--- config.mk ---
export PLATFORM = sky130hd
export DESIGN_NAME = frame_load_ctrl
export DESIGN_NICKNAME = d
export VERILOG_FILES = /design/src/rtl/frame_load_ctrl.sv
export SDC_FILE = /design/constraint.sdc
export NUM_CORES = 1
export LEC_CHECK = 0
export ABC_AREA = 1
export CAP_MARGIN = 0
export CORE_AREA = 2 2 216 218
export DETAILED_ROUTE_END_ITERATION = 8
export DIE_AREA = 0 0 218 220
export GPL_TIMING_DRIVEN = 1
export PLACE_DENSITY_LB_ADDON = 0.2
export REMOVE_ABC_BUFFERS = 1
export SYNTH_ARGS = -nofsm -noshare
export SYNTH_HDL_FRONTEND = slang
export SYNTH_SLANG_ARGS = --single-unit
--- constraint.sdc ---
create_clock -name clk -period 23.9 [get_ports clk]
set_input_delay 3.585 -clock clk [delete_from_list [all_inputs] [get_ports clk]]
set_output_delay 3.585 -clock clk [all_outputs]
set_load 0.02 [all_outputs]
--- src/rtl/frame_load_ctrl.sv ---
// -----------------------------------------------------------------------------
// frame_load_ctrl
//
// Write sequencer for a 4x4 frame register file. A burst of 8 words arriving
// on a valid/ready stream fills one half of a 16-word staging buffer; when the
// burst completes, a single-cycle write strobe pushes that half into the
// register file. Loaded halves are tracked so the stream can be stalled once
// the whole frame is present, until the consumer clears it.
//
// Staging layout: word i sits at frame_bus[i*DATA_W +: DATA_W], i = row*4+col.
// Half 0 ("small") covers cols 0-1, half 1 ("big") covers cols 2-3.
// Beat k of a burst into half h lands at index (k>>1)*4 + 2*h + (k&1), which is
// exactly the bit concatenation {k[2:1], h, k[0]}.
//
// Ports
//   clk, rst      clock, asynchronous active-high reset
//   in_valid      input word valid
//   in_ready      input word accepted when in_valid & in_ready
//   in_data       input word
//   in_half       target half, sampled on the first beat of a burst only
//   frame_clr     consumer has taken the frame; clears the loaded flags
//   frame_bus     16 staging words, flattened
//   wr_en         1-cycle write strobe to the register file
//   sb_sel        half select, meaningful while wr_en = 1
//   half_done     1-cycle pulse coincident with wr_en
//   loaded        bit h set once half h has been committed since the last clear
//   frame_full    both halves loaded
//   busy          burst in progress or committing
//   err_timeout   1-cycle pulse when a stalled burst is abandoned
//   state_dbg     current FSM state (0 IDLE, 1 FILL, 2 COMMIT)
//
// Handshake: a word transfers on a rising clock edge where in_valid and
// in_ready are both 1. in_ready does not depend on in_valid; in_valid may be
// raised or dropped at any time, and in_data/in_half are only looked at on a
// transfer edge.
// -----------------------------------------------------------------------------
module frame_load_ctrl #(
    parameter int DATA_W  = 32,
    parameter int TIMEOUT = 255
) (
    input  logic                 clk,
    input  logic                 rst,
    input  logic                 in_valid,
    output logic                 in_ready,
    input  logic [DATA_W-1:0]    in_data,
    input  logic                 in_half,
    input  logic                 frame_clr,
    output logic [16*DATA_W-1:0] frame_bus,
    output logic                 wr_en,
    output logic                 sb_sel,
    output logic                 half_done,
    output logic [1:0]           loaded,
    output logic                 frame_full,
    output logic                 busy,
    output logic                 err_timeout,
    output logic [1:0]           state_dbg
);

    // Idle counter only needs to reach TIMEOUT; keep at least one bit so the
    // declaration stays legal when the watchdog is disabled.
    localparam int IDLE_W = (TIMEOUT > 0) ? $clog2(TIMEOUT + 1) : 1;
    localparam logic [IDLE_W-1:0] TO_VAL = IDLE_W'(TIMEOUT);

    typedef enum logic [1:0] {
        S_IDLE   = 2'd0,
        S_FILL   = 2'd1,
        S_COMMIT = 2'd2
    } state_t;

    state_t              state_q, state_d;
    logic [2:0]          beat_q, beat_d;
    logic                half_q, half_d;
    logic [IDLE_W-1:0]   idle_q, idle_d;
    logic [IDLE_W-1:0]   idle_next;
    logic [1:0]          loaded_q, loaded_d;
    logic                err_q, err_d;
    logic [DATA_W-1:0]   stage_q [16];

    logic                accept;
    logic                beat_half;
    logic [3:0]          wr_idx;

    // ---------------------------------------------------------------------
    // Handshake and write addressing
    // ---------------------------------------------------------------------
    // in_ready is forced low while reset is held so every output reads 0
    // during reset, not only the registered ones.
    assign in_ready = ~rst & (((state_q == S_IDLE) & ~frame_full) |
                              (state_q == S_FILL));
    assign accept   = in_valid & in_ready;

    // On the first beat the half comes straight from the input; afterwards the
    // latched half is used so in_half changes mid-burst have no effect.
    assign beat_half = (state_q == S_IDLE) ? in_half : half_q;

    // beat_q is 0 whenever the FSM is idle, so the first beat maps to k = 0.
    assign wr_idx    = {beat_q[2:1], beat_half, beat_q[0]};

    assign idle_next = idle_q + 1'b1;

    // ---------------------------------------------------------------------
    // Next-state logic
    // ---------------------------------------------------------------------
    always_comb begin
        state_d  = state_q;
        beat_d   = beat_q;
        half_d   = half_q;
        idle_d   = idle_q;
        err_d    = 1'b0;
        // Clear applies in any state; a commit in the same cycle then sets
        // only its own half on top of the cleared value.
        loaded_d = frame_clr ? 2'b00 : loaded_q;

        case (state_q)
            S_IDLE: begin
                idle_d = '0;
                beat_d = 3'd0;
                if (accept) begin
                    half_d  = in_half;
                    beat_d  = 3'd1;
                    state_d = S_FILL;
                end
            end

            S_FILL: begin
                if (accept) begin
                    idle_d = '0;
                    if (beat_q == 3'd7) begin
                        beat_d  = 3'd0;
                        state_d = S_COMMIT;
                    end else begin
                        beat_d = beat_q + 3'd1;
                    end
                end else if (TIMEOUT > 0) begin
                    // Abort on the edge where the idle count reaches TIMEOUT.
                    // Staging keeps its partial contents; they are simply
                    // never committed.
                    if (idle_next == TO_VAL) begin
                        idle_d  = '0;
                        beat_d  = 3'd0;
                        err_d   = 1'b1;
                        state_d = S_IDLE;
                    end else if (idle_q != TO_VAL) begin
                        idle_d = idle_next;
                    end
                end
            end

            S_COMMIT: begin
                loaded_d[half_q] = 1'b1;
                state_d          = S_IDLE;
            end

            default: begin
                state_d = S_IDLE;
                beat_d  = 3'd0;
                idle_d  = '0;
            end
        endcase
    end

    // ---------------------------------------------------------------------
    // State registers
    // ---------------------------------------------------------------------
    always_ff @(posedge clk or posedge rst) begin
        if (rst) begin
            state_q  <= S_IDLE;
            beat_q   <= 3'd0;
            half_q   <= 1'b0;
            idle_q   <= '0;
            loaded_q <= 2'b00;
            err_q    <= 1'b0;
        end else begin
            state_q  <= state_d;
            beat_q   <= beat_d;
            half_q   <= half_d;
            idle_q   <= idle_d;
            loaded_q <= loaded_d;
            err_q    <= err_d;
        end
    end

    // Staging buffer: one word written per accepted beat, nothing else moves
    // it, so it is naturally stable through COMMIT.
    always_ff @(posedge clk or posedge rst) begin
        if (rst) begin
            for (int i = 0; i < 16; i++) begin
                stage_q[i] <= '0;
            end
        end else if (accept) begin
            stage_q[wr_idx] <= in_data;
        end
    end

    // ---------------------------------------------------------------------
    // Outputs
    // ---------------------------------------------------------------------
    for (genvar gi = 0; gi < 16; gi++) begin : g_bus
        assign frame_bus[gi*DATA_W +: DATA_W] = stage_q[gi];
    end

    assign wr_en       = (state_q == S_COMMIT);
    assign sb_sel      = wr_en & half_q;
    assign half_done   = wr_en;
    assign loaded      = loaded_q;
    assign frame_full  = &loaded_q;
    assign busy        = (state_q != S_IDLE);
    assign err_timeout = err_q;
    assign state_dbg   = state_q;

endmodule

==> results of run 1 <==
-- cell families after synthesis --
kind of cell	Yosys count	synth area share, %
compound gates	521	13.7
fa+ha+maj	4	0.261
buf+inv	193	4.16
flops	529	69.1
simple gates	619	12.9
-- registers in the layout, summed over array words and instances, names as in the netlist --
name	count
err_timeout	1
beat_q	3
loaded	2
half_q	1
state_dbg	2
frame_bus	512
idle_q	8
-- stage by stage --
| stage | worst slack [ps] | hold slack (ps) | total power, W | instance area, µm² |
|---|---|---|---|---|
| after floorplan | 5530 | 482 | 0.00165 | 18600 |
| after global placement | 15280 | 465 | 0.00217 | 25100 |
| after detailed placement | 15310 | 472 | 0.00219 | 25100 |
| after CTS | 15310 | 486 | 0.00303 | 26900 |
| after global routing | 15250 | 495 | 0.00315 | 26900 |
| final | 15310 | 481 | 0.00301 | 26900 |
-- power by group --
group          switching (W)  internal, W
Combinational       0.000538     0.000422
Clock               0.000345     0.000489
Sequential          0.000118      0.00110
Total                0.00100      0.00201
-- cell type report --
class | instances | area (µm²)
Timing Repair Buffer | 579 | 5760
Sequential cell | 529 | 13200
Clock buffer | 87 | 1680
Clock inverter | 10 | 85.1
Inverter | 64 | 248
Tap cell | 607 | 759
Fill cell | 3925 | 19000
Multi-Input combinational cell | 1144 | 5130
-- worst min-delay path, cell delays in order (launching register included) --
cell and delay, ps:
dfrtp_1 340, nand2_1 50, o21ai_0 60
-- cells in the mapped netlist, drive strengths merged --
cell	count
a21oi	1
a31oi	1
buf	33
clkbuf	96
clkinv	1
dfrtp	529
ha	4
inv	63
nand2	578
nand3	7
nand3b	1
nand4	11
nor2	16
nor3	6
o21ai	515
o21bai	2
o22ai	2
-- layout by cell type, fill, tap and decap left out, types with 2 or more instances in the layout --
cell type,n
nor3_4,4
clkbuf_1,16
nand2_1,561
o21bai_1,2
clkdlybuf4s50_1,559
clkbuf_16,57
buf_4,19
o22ai_1,2
nand2_2,17
clkbuf_8,14
ha_1,4
dfrtp_1,529
o21ai_1,19
inv_1,61
clkinv_2,7
nand3_1,7
nor2_1,16
inv_8,2
nand4_1,11
o21ai_0,495
-- layer usage --
metal	GRT usage, %	wire (µm)
met1	34.6	26300
met5	0	0
met4	10.3	2330
met2	41.8	30000
met3	6.17	4980
-- worst paths after layout --
check                                           start                    endpoint  cells after the start
setup / recovery                                  rst                    in_ready                      3
hold / removal             frame_bus[365]$_DFFE_PP0P_  frame_bus[365]$_DFFE_PP0P_                      2
setup reg to reg             state_dbg[1]$_DFFE_PP0P_  frame_bus[282]$_DFFE_PP0P_                      9
hold reg to reg            frame_bus[365]$_DFFE_PP0P_  frame_bus[365]$_DFFE_PP0P_                      2
max in group asynchronous                         rst   frame_bus[83]$_DFFE_PP0P_                      4
min in group asynchronous                         rst   frame_bus[48]$_DFFE_PP0P_                      2
==> impl_metrics.ini, run 1 <==
[routing]
drt_iter0_drc = 1388
dr.pass1.iters = 5
drc = 0
wl_per_cell_um = 21.1
wirelength_um = 63600
antenna_left = 0
avgViaCountPerCell = 5.11
vias = 15400

[place]
placed_cells = 2923
gp_congestion = 0.825
portBuffers = 559
dp_hpwl_um = 41700

[timing]
fmax_mhz = 116
tightest_slew_ps = 1060
setup_viol = 0
min_period_ps = 8590
final.setup.tns_ps = 0
fin_skew_ps = 18.5
post-route-period-util_pct = 36.0
relSlewSlack_pct = 29.2
rsz0062_at_grt = no
slew_violations = 0
hold_violations = 0

[yosys]
synth_top_area_share_pct = 69.1
synth_seq_cells = 529
synth_area_leaders = dfrtp_1, o21ai_0, nand2_1
synth.largest_area_cell = dfrtp_1
ys_seq_area_share_pct = 69.1
yosys_warnings = 0
synth_area_um2 = 19200
syn_avg_cell_area_um2 = 10.3
syn-instance-count = 1866
synth_cell_types = 25

[clocking]
clk_latency_ps = 590
cts_root_buffer = clkbuf_16
ctsResizeCount = 0
clock_path_buffers = 3
cts_setup_buffers = 0
clkTransAtPathRegs_ps = 60
clock_sinks = 529
cts_max_level = 2
numCtsBuffers = 54
cts_tree = done
hold_buffers = 0

[floorplanning]
design.die.area_um2 = 48000
io_pins = 560
die_h_um = 220
core_um2 = 45900
rows = 79
start_util_pct = 41.8
fp.dieW_um = 218

[global_routing]
antenna_found_initial = 0
grt_max_degree = 180
track_usage_pct = 26.1
grt_pass1_wl_um = 94100
grt_pass1_vias = 14800
overflow = 0

[setup_path]
max_stage_delay_ps = 640
cp_slowest_cell = clkdlybuf4s50_1
required_ps = 20320
critPathMostFrequentCell = clkdlybuf4s50_1
crit_buf_inv = 2
crit_type = primary input to output port
start_kind = primary input
cp_max_fo = 2
path_cells = clkdlybuf4s50_1 > nor3_2 > clkdlybuf4s50_1
crit_path_end_kind = output port
cp.arrival_ps = 5010
rrSetupSlack_ps = 21160
crit_family = buffers and inverters

[cells_and_area]
fin_nets = 2413
antenna_cells = 0
drive_gt1_share_pct = 5.22
area_growth_pct = 40.3
post-route-util_pct = 58.7
final_cells = 3020

[power]
power_density_nw_per_um2 = 112
p_leak_nw = 12.1
peakVddDrop_mv = 0.0734

[run]
cap_viol_max_count = 0

[run_status]
status = finished clean

[hold_path]
min_path_type = flip-flop to flip-flop
No activity file was read; power rests on OpenSTA's default activity.
==> inputs of run 2 (changes only) <==
--- a/config.mk
+++ b/config.mk
@@ -7,9 +7,9 @@
 export LEC_CHECK = 0
 export ABC_AREA = 1
 export CAP_MARGIN = 0
-export CORE_AREA = 2 2 216 218
+export CORE_AREA = 2 2 215 217
 export DETAILED_ROUTE_END_ITERATION = 8
-export DIE_AREA = 0 0 218 220
+export DIE_AREA = 0 0 217 219
 export GPL_TIMING_DRIVEN = 1
 export PLACE_DENSITY_LB_ADDON = 0.2
 export REMOVE_ABC_BUFFERS = 1
==> constraint.sdc (replaced) <==
create_clock -name clk -period 7.7 [get_ports clk]
set_input_delay 1.155 -clock clk [delete_from_list [all_inputs] [get_ports clk]]
set_output_delay 1.155 -clock clk [all_outputs]
set_load 0.02 [all_outputs]
==> run 2 against run 1 <==
Sequential power increased to 3.1 times the previous value; register-to-register slack got worse by 16000 ps; core utilization grew 1.0 points; clock skew down 7.4 ps; clock-buffer cell count shrank 13; via count decreased by 0.85%; critical path type unchanged; worst hold slack better by 1.4 ps; wire length increased by 1.1%; largest cell class unchanged; highest routed layer unchanged; clock power rose to 3.2 times the previous value; sequential share of layout area about the same.
==> impl_metrics.ini, run 2 (same netlist as run 1, synthesis figures left out) <==
[clocking]
clkTransAtPathRegs_ps = 60
numCtsBuffers = 53
ctsResizeCount = 0
hold_buffers = 0
cts_setup_buffers = 0
clock_path_buffers = 3
cts_root_buffer = clkbuf_16
cts_max_level = 2
cts_tree = done
clk_latency_ps = 590
clock_sinks = 529

[timing]
fmax_mhz = 268
rsz0062_at_grt = no
setup_viol = 0
hold_violations = 0
slew_violations = 0
relSlewSlack_pct = 15.3
tightest_slew_ps = 1270
whs_ps = 483
final.setup.tns_ps = 0
fin_skew_ps = 11.1
post-route-period-util_pct = 48.4
min_period_ps = 3730

[setup_path]
rr_startpoint = state_dbg[0]$_DFFE_PP0P_
required_ps = 6550
crit_type = primary input to output port
cp_slowest_cell = clkdlybuf4s50_1
r2r-end = frame_bus[244]$_DFFE_PP0P_
cp_max_fo = 2
crit_path_end_kind = output port
start_kind = primary input
max_stage_delay_ps = 640
cp.arrival_ps = 2570
crit_buf_inv = 2
worst_r2r_path_depth = 6
crit_family = buffers and inverters
critPathMostFrequentCell = clkdlybuf4s50_1
path_cells = clkdlybuf4s50_1 > nor3_2 > clkdlybuf4s50_1
rrSetupSlack_ps = 4990

[hold_path]
holdPathStages = 2
min_path_type = flip-flop to flip-flop
whs_endpoint = frame_bus[470]$_DFFE_PP0P_
hp-start = frame_bus[470]$_DFFE_PP0P_

[routing]
wl_per_cell_um = 21.4
wirelength_um = 64300
drt_iter0_drc = 1281
drc = 0
dr.pass1.iters = 5
avgViaCountPerCell = 5.09
vias = 15300
antenna_left = 0

[power]
power_density_nw_per_um2 = 351
peakVddDrop_mv = 0.252
p_leak_nw = 12.1

[global_routing]
grt_pass1_vias = 15000
grt_pass1_wl_um = 96100
overflow = 0
track_usage_pct = 26.9
grt_max_degree = 172
antenna_found_initial = 0

[floorplanning]
fp.dieW_um = 217
io_pins = 560
die_h_um = 219
core_um2 = 45100
start_util_pct = 42.5
design.die.area_um2 = 47500
rows = 78

[cells_and_area]
area_growth_pct = 40.3
fin_nets = 2409
final_cell_mix = nand2_1, clkdlybuf4s50_1, dfrtp_1, o21ai_0, inv_1
antenna_cells = 0
final_cells = 3006
fill_cells = 3817
drive_gt1_share_pct = 5.24
largest_reg_flops = 512
final_common_cell = nand2_1

[place]
placed_cells = 2913
dp_hpwl_um = 42200
gp_congestion = 0.834
portBuffers = 559

[run_status]
status = finished clean

[run]
cap_viol_max_count = 0
==> run 2: cell types whose count changed in the layout (fill, tap and decap cells not counted) <==
cell | previous run | this run
inv_6 | 0 | 2
clkinv_4 | 1 | 0
clkbuf_8 | 14 | 12
clkbuf_16 | 57 | 53
buf_4 | 19 | 15
clkinvlp_4 | 0 | 1
clkinv_2 | 7 | 10
buf_12 | 1 | 2
inv_8 | 2 | 1
bufinv_16 | 1 | 6
clkbuf_1 | 16 | 9
==> run 2: metal layers <==
layer | part of all wire [%] | up-vias | GRT usage, % | wire length, µm
li1 | - | 7068 | - | -
met5 | 0 | - | 0 | 0
met3 | 8.2 | 119 | 7.69 | 5270
met2 | 47 | 622 | 43.6 | 30200
met1 | 41 | 7492 | 34.2 | 26300
met4 | 4.0 | 0 | 10.4 | 2570
==> run 2: how the worst max path moves through the flow <==
stage | cells after the start | end | startpoint
after global routing | 3 | in_ready | rst
after floorplan | 1 | beat_q[0]$_DFFE_PP0P_ | rst
after detailed placement | 7 | frame_bus[91]$_DFFE_PP0P_ | rst
final | 3 | in_ready | rst
after global placement | 8 | frame_bus[330]$_DFFE_PP0P_ | rst
after CTS | 3 | in_ready | rst
==> run 2: cell type report <==
cell class                      instances  area [µm²]  area share, %
Sequential cell                       529       13200           49.2
Tap cell                              600         751           2.79
Clock buffer                           74        1530           5.67
Clock inverter                         19         255          0.949
Timing Repair Buffer                  576        5750           21.4
Multi-Input combinational cell       1144        5130           19.1
Inverter                               64         248          0.921
==> run 2: power breakdown <==
group | switching, W | total [W] | internal, W
sequential | 0.000374 | 0.00379 | 0.00341
clock | 0.00108 | 0.00266 | 0.00158
combinational | 0.00169 | 0.00300 | 0.00131
total | 0.00314 | 0.00944 | 0.00629
==> run 2: metrics by stage <==
step / setup WS (ps) / power, W / area (µm²) / util (%)
2_1_floorplan: -8240 / 0.00512 / 18600 / -
3_5_place_dp: 3810 / 0.00683 / 25100 / 55.7
6_report: 3970 / 0.00944 / 26900 / 59.7
3_3_place_gp: 3910 / 0.00677 / 25100 / 55.7
5_1_grt: 3920 / 0.00987 / 26900 / 59.7
4_1_cts: 3970 / 0.00950 / 26900 / 59.7
==> run 2: worst reg2reg max path, cell delays in order (launching register included) <==
cell,delay (ps)
dfrtp_1,500
nor2_1,100
nor3_2,170
nand2_2,230
nor3_4,290
nand2_2,750
o21ai_0,550
==> patch, RTL diff (flow settings as in run 2) <==
`TIMEOUT`: 255 -> 510.
--- a/src/rtl/frame_load_ctrl.sv
+++ b/src/rtl/frame_load_ctrl.sv
@@ -37,5 +37,5 @@
 module frame_load_ctrl #(
     parameter int DATA_W  = 32,
-    parameter int TIMEOUT = 255
+    parameter int TIMEOUT = 510
 ) (
     input  logic                 clk,
Check against the original RTL: same outputs for any inputs over 4 cycles, from zero or initial values and one cycle with rst high; that may be too few to reach the edited logic, so the function may still have changed.
==> patch against run 2 <==
Sequential power about the same; power down 2.0%; synthesized cell count up 1.0%; non-clock buffer count up 4; sequential cell count up 1; cell area up 0.32%; critical endpoint unchanged; count of clock-buffer cells in the layout up 4; synthesized area up 0.51%; wire length up 2.3%; worst setup slack worse by 760 ps.
==> patch: results (changes against run 2) <==
- The worst register-to-register path ends at frame_bus[314].
- Pre-CTS WS: 3200 ps (-613 ps)
- Setup slack on the worst flop-to-flop path: 5090 ps (+100 ps)
- Vias per cell: 5.13 (+0.71%)
- Detailed-route wire length per cell: 21.7 µm (+1.4%)
- Instance area at placement: 0.0252 mm² (+0.46%)
- Endpoint, Worst Hold: frame_bus[69]
- The peak fanout along the critical path was 110 (+108).
- Count of vias placed by the detailed router: 15500 (+1.6%)
- Placed Cells incl. Taps: 2935 (+0.76%)
* Run status: complete, no violations
* Global-route usage over all layers: 27.7% (+0.88 points)
* Worst hold path startpoint: frame_bus[69]
* Worst rel slew slack: 29.8% (+15 points)
- The cell leakage power was 12.2 nW (+0.55%).
- Weighted congestion reported at the end of routability-driven placement: 0.832 (-0.17%)
* Share of the synthesized area in compound gates (AO/OA/AOI/OAI): 13.6% (-0.11 points)
- The via count of the first global-routing pass was 15300 (+1.9%).
- Largest cells by area after synthesis: dfrtp_1 (69%), o21ai_0 (13%), nand2_1 (11%), clkbuf_1 (1.5%), inv_1 (1.2%)
- The total clock buffers created by CTS was 54 (+1.9%).
- The post-synthesis share of cell area spent on full adders, half adders and majority gates was 0.325% (+0.064 points).
- The clock skew after layout is 17.4 ps (+6.26 ps).
- Post-Synth XOR/XNOR Area: 0.0455% (+0.045 points)
* VDD IR max: 0.229 mV (-9.2%)
- The commonest cells after synthesis are nand2_1 (570), dfrtp_1 (530), o21ai_0 (495).
* Yosys cell types: 26 (+4.0%)
- The arrival time at the worst endpoint was 3330 ps (+760 ps).
* Wire length of the first global-routing pass: 98.8 mm (+2.9%)
- HPWL Detailed: 43.9 mm (+4.0%)
==> patch: layout make-up <==
| cell class | count | area (µm²) |
|---|---|---|
| Inverter | 66 | 255 |
| Multi-Input combinational cell | 1159 | 5200 |
| Sequential cell | 530 | 13300 |
| Tap cell | 600 | 751 |
| Timing Repair Buffer | 580 | 5770 |
| Clock inverter | 20 | 179 |
| Fill cell | 3842 | 18100 |
| Clock buffer | 78 | 1570 |
==> patch: how the worst max path moves through the flow <==
stage / from / to / slack [ps] / cells after the start
finish: rst / in_ready / 3210 / 5
global route: rst / in_ready / 3030 / 5
CTS: rst / in_ready / 3200 / 5
detailed placement: rst / in_ready / 3200 / 5
global placement: rst / in_ready / 3260 / 5
floorplan: rst / beat_q[0] / -8280 / 1
==> patch: stage by stage <==
step                      hold slack (ps)  power [mW]
after floorplan                       464        5.05
after global placement                466        6.66
after detailed placement              472        6.72
after CTS                             487        9.33
after global routing                  502        9.68
final                                 482        9.25
==> patch: report_power, final <==
part	total (mW)	switching (mW)	internal, mW
sequential	3.79	0.397	3.39
combinational	2.87	1.61	1.26
clock	2.59	1.08	1.51
total	9.25	3.09	6.17
==> patch: layer usage <==
| layer | vias to the layer above | share of wire [%] | track usage (%) |
|---|---|---|---|
| met5 | - | 0 | 0 |
| met4 | 0 | 3.0 | 9.38 |
| met3 | 94 | 7.3 | 6.06 |
| met2 | 603 | 49 | 46.2 |
| met1 | 7724 | 40 | 36.1 |
| li1 | 7127 | - | - |
==> patch: worst max-delay path, cell delays in order <==
cell             delay [ps]
clkdlybuf4s50_1         500
inv_8                   560
nand2_1                 160
a21oi_2                 220
clkdlybuf4s50_1         640
==> patch: cells by family (layout without fill, tap and decap cells) <==
logic type | after synthesis | in the layout
adder cells (fa/ha/maj) | 5 | 5
AO/OA/AOI/OAI | 519 | 519
AND/OR/NAND/NOR | 634 | 634
buffers and inverters | 196 | 744
flip-flops | 530 | 530
XOR/XNOR | 1 | 1
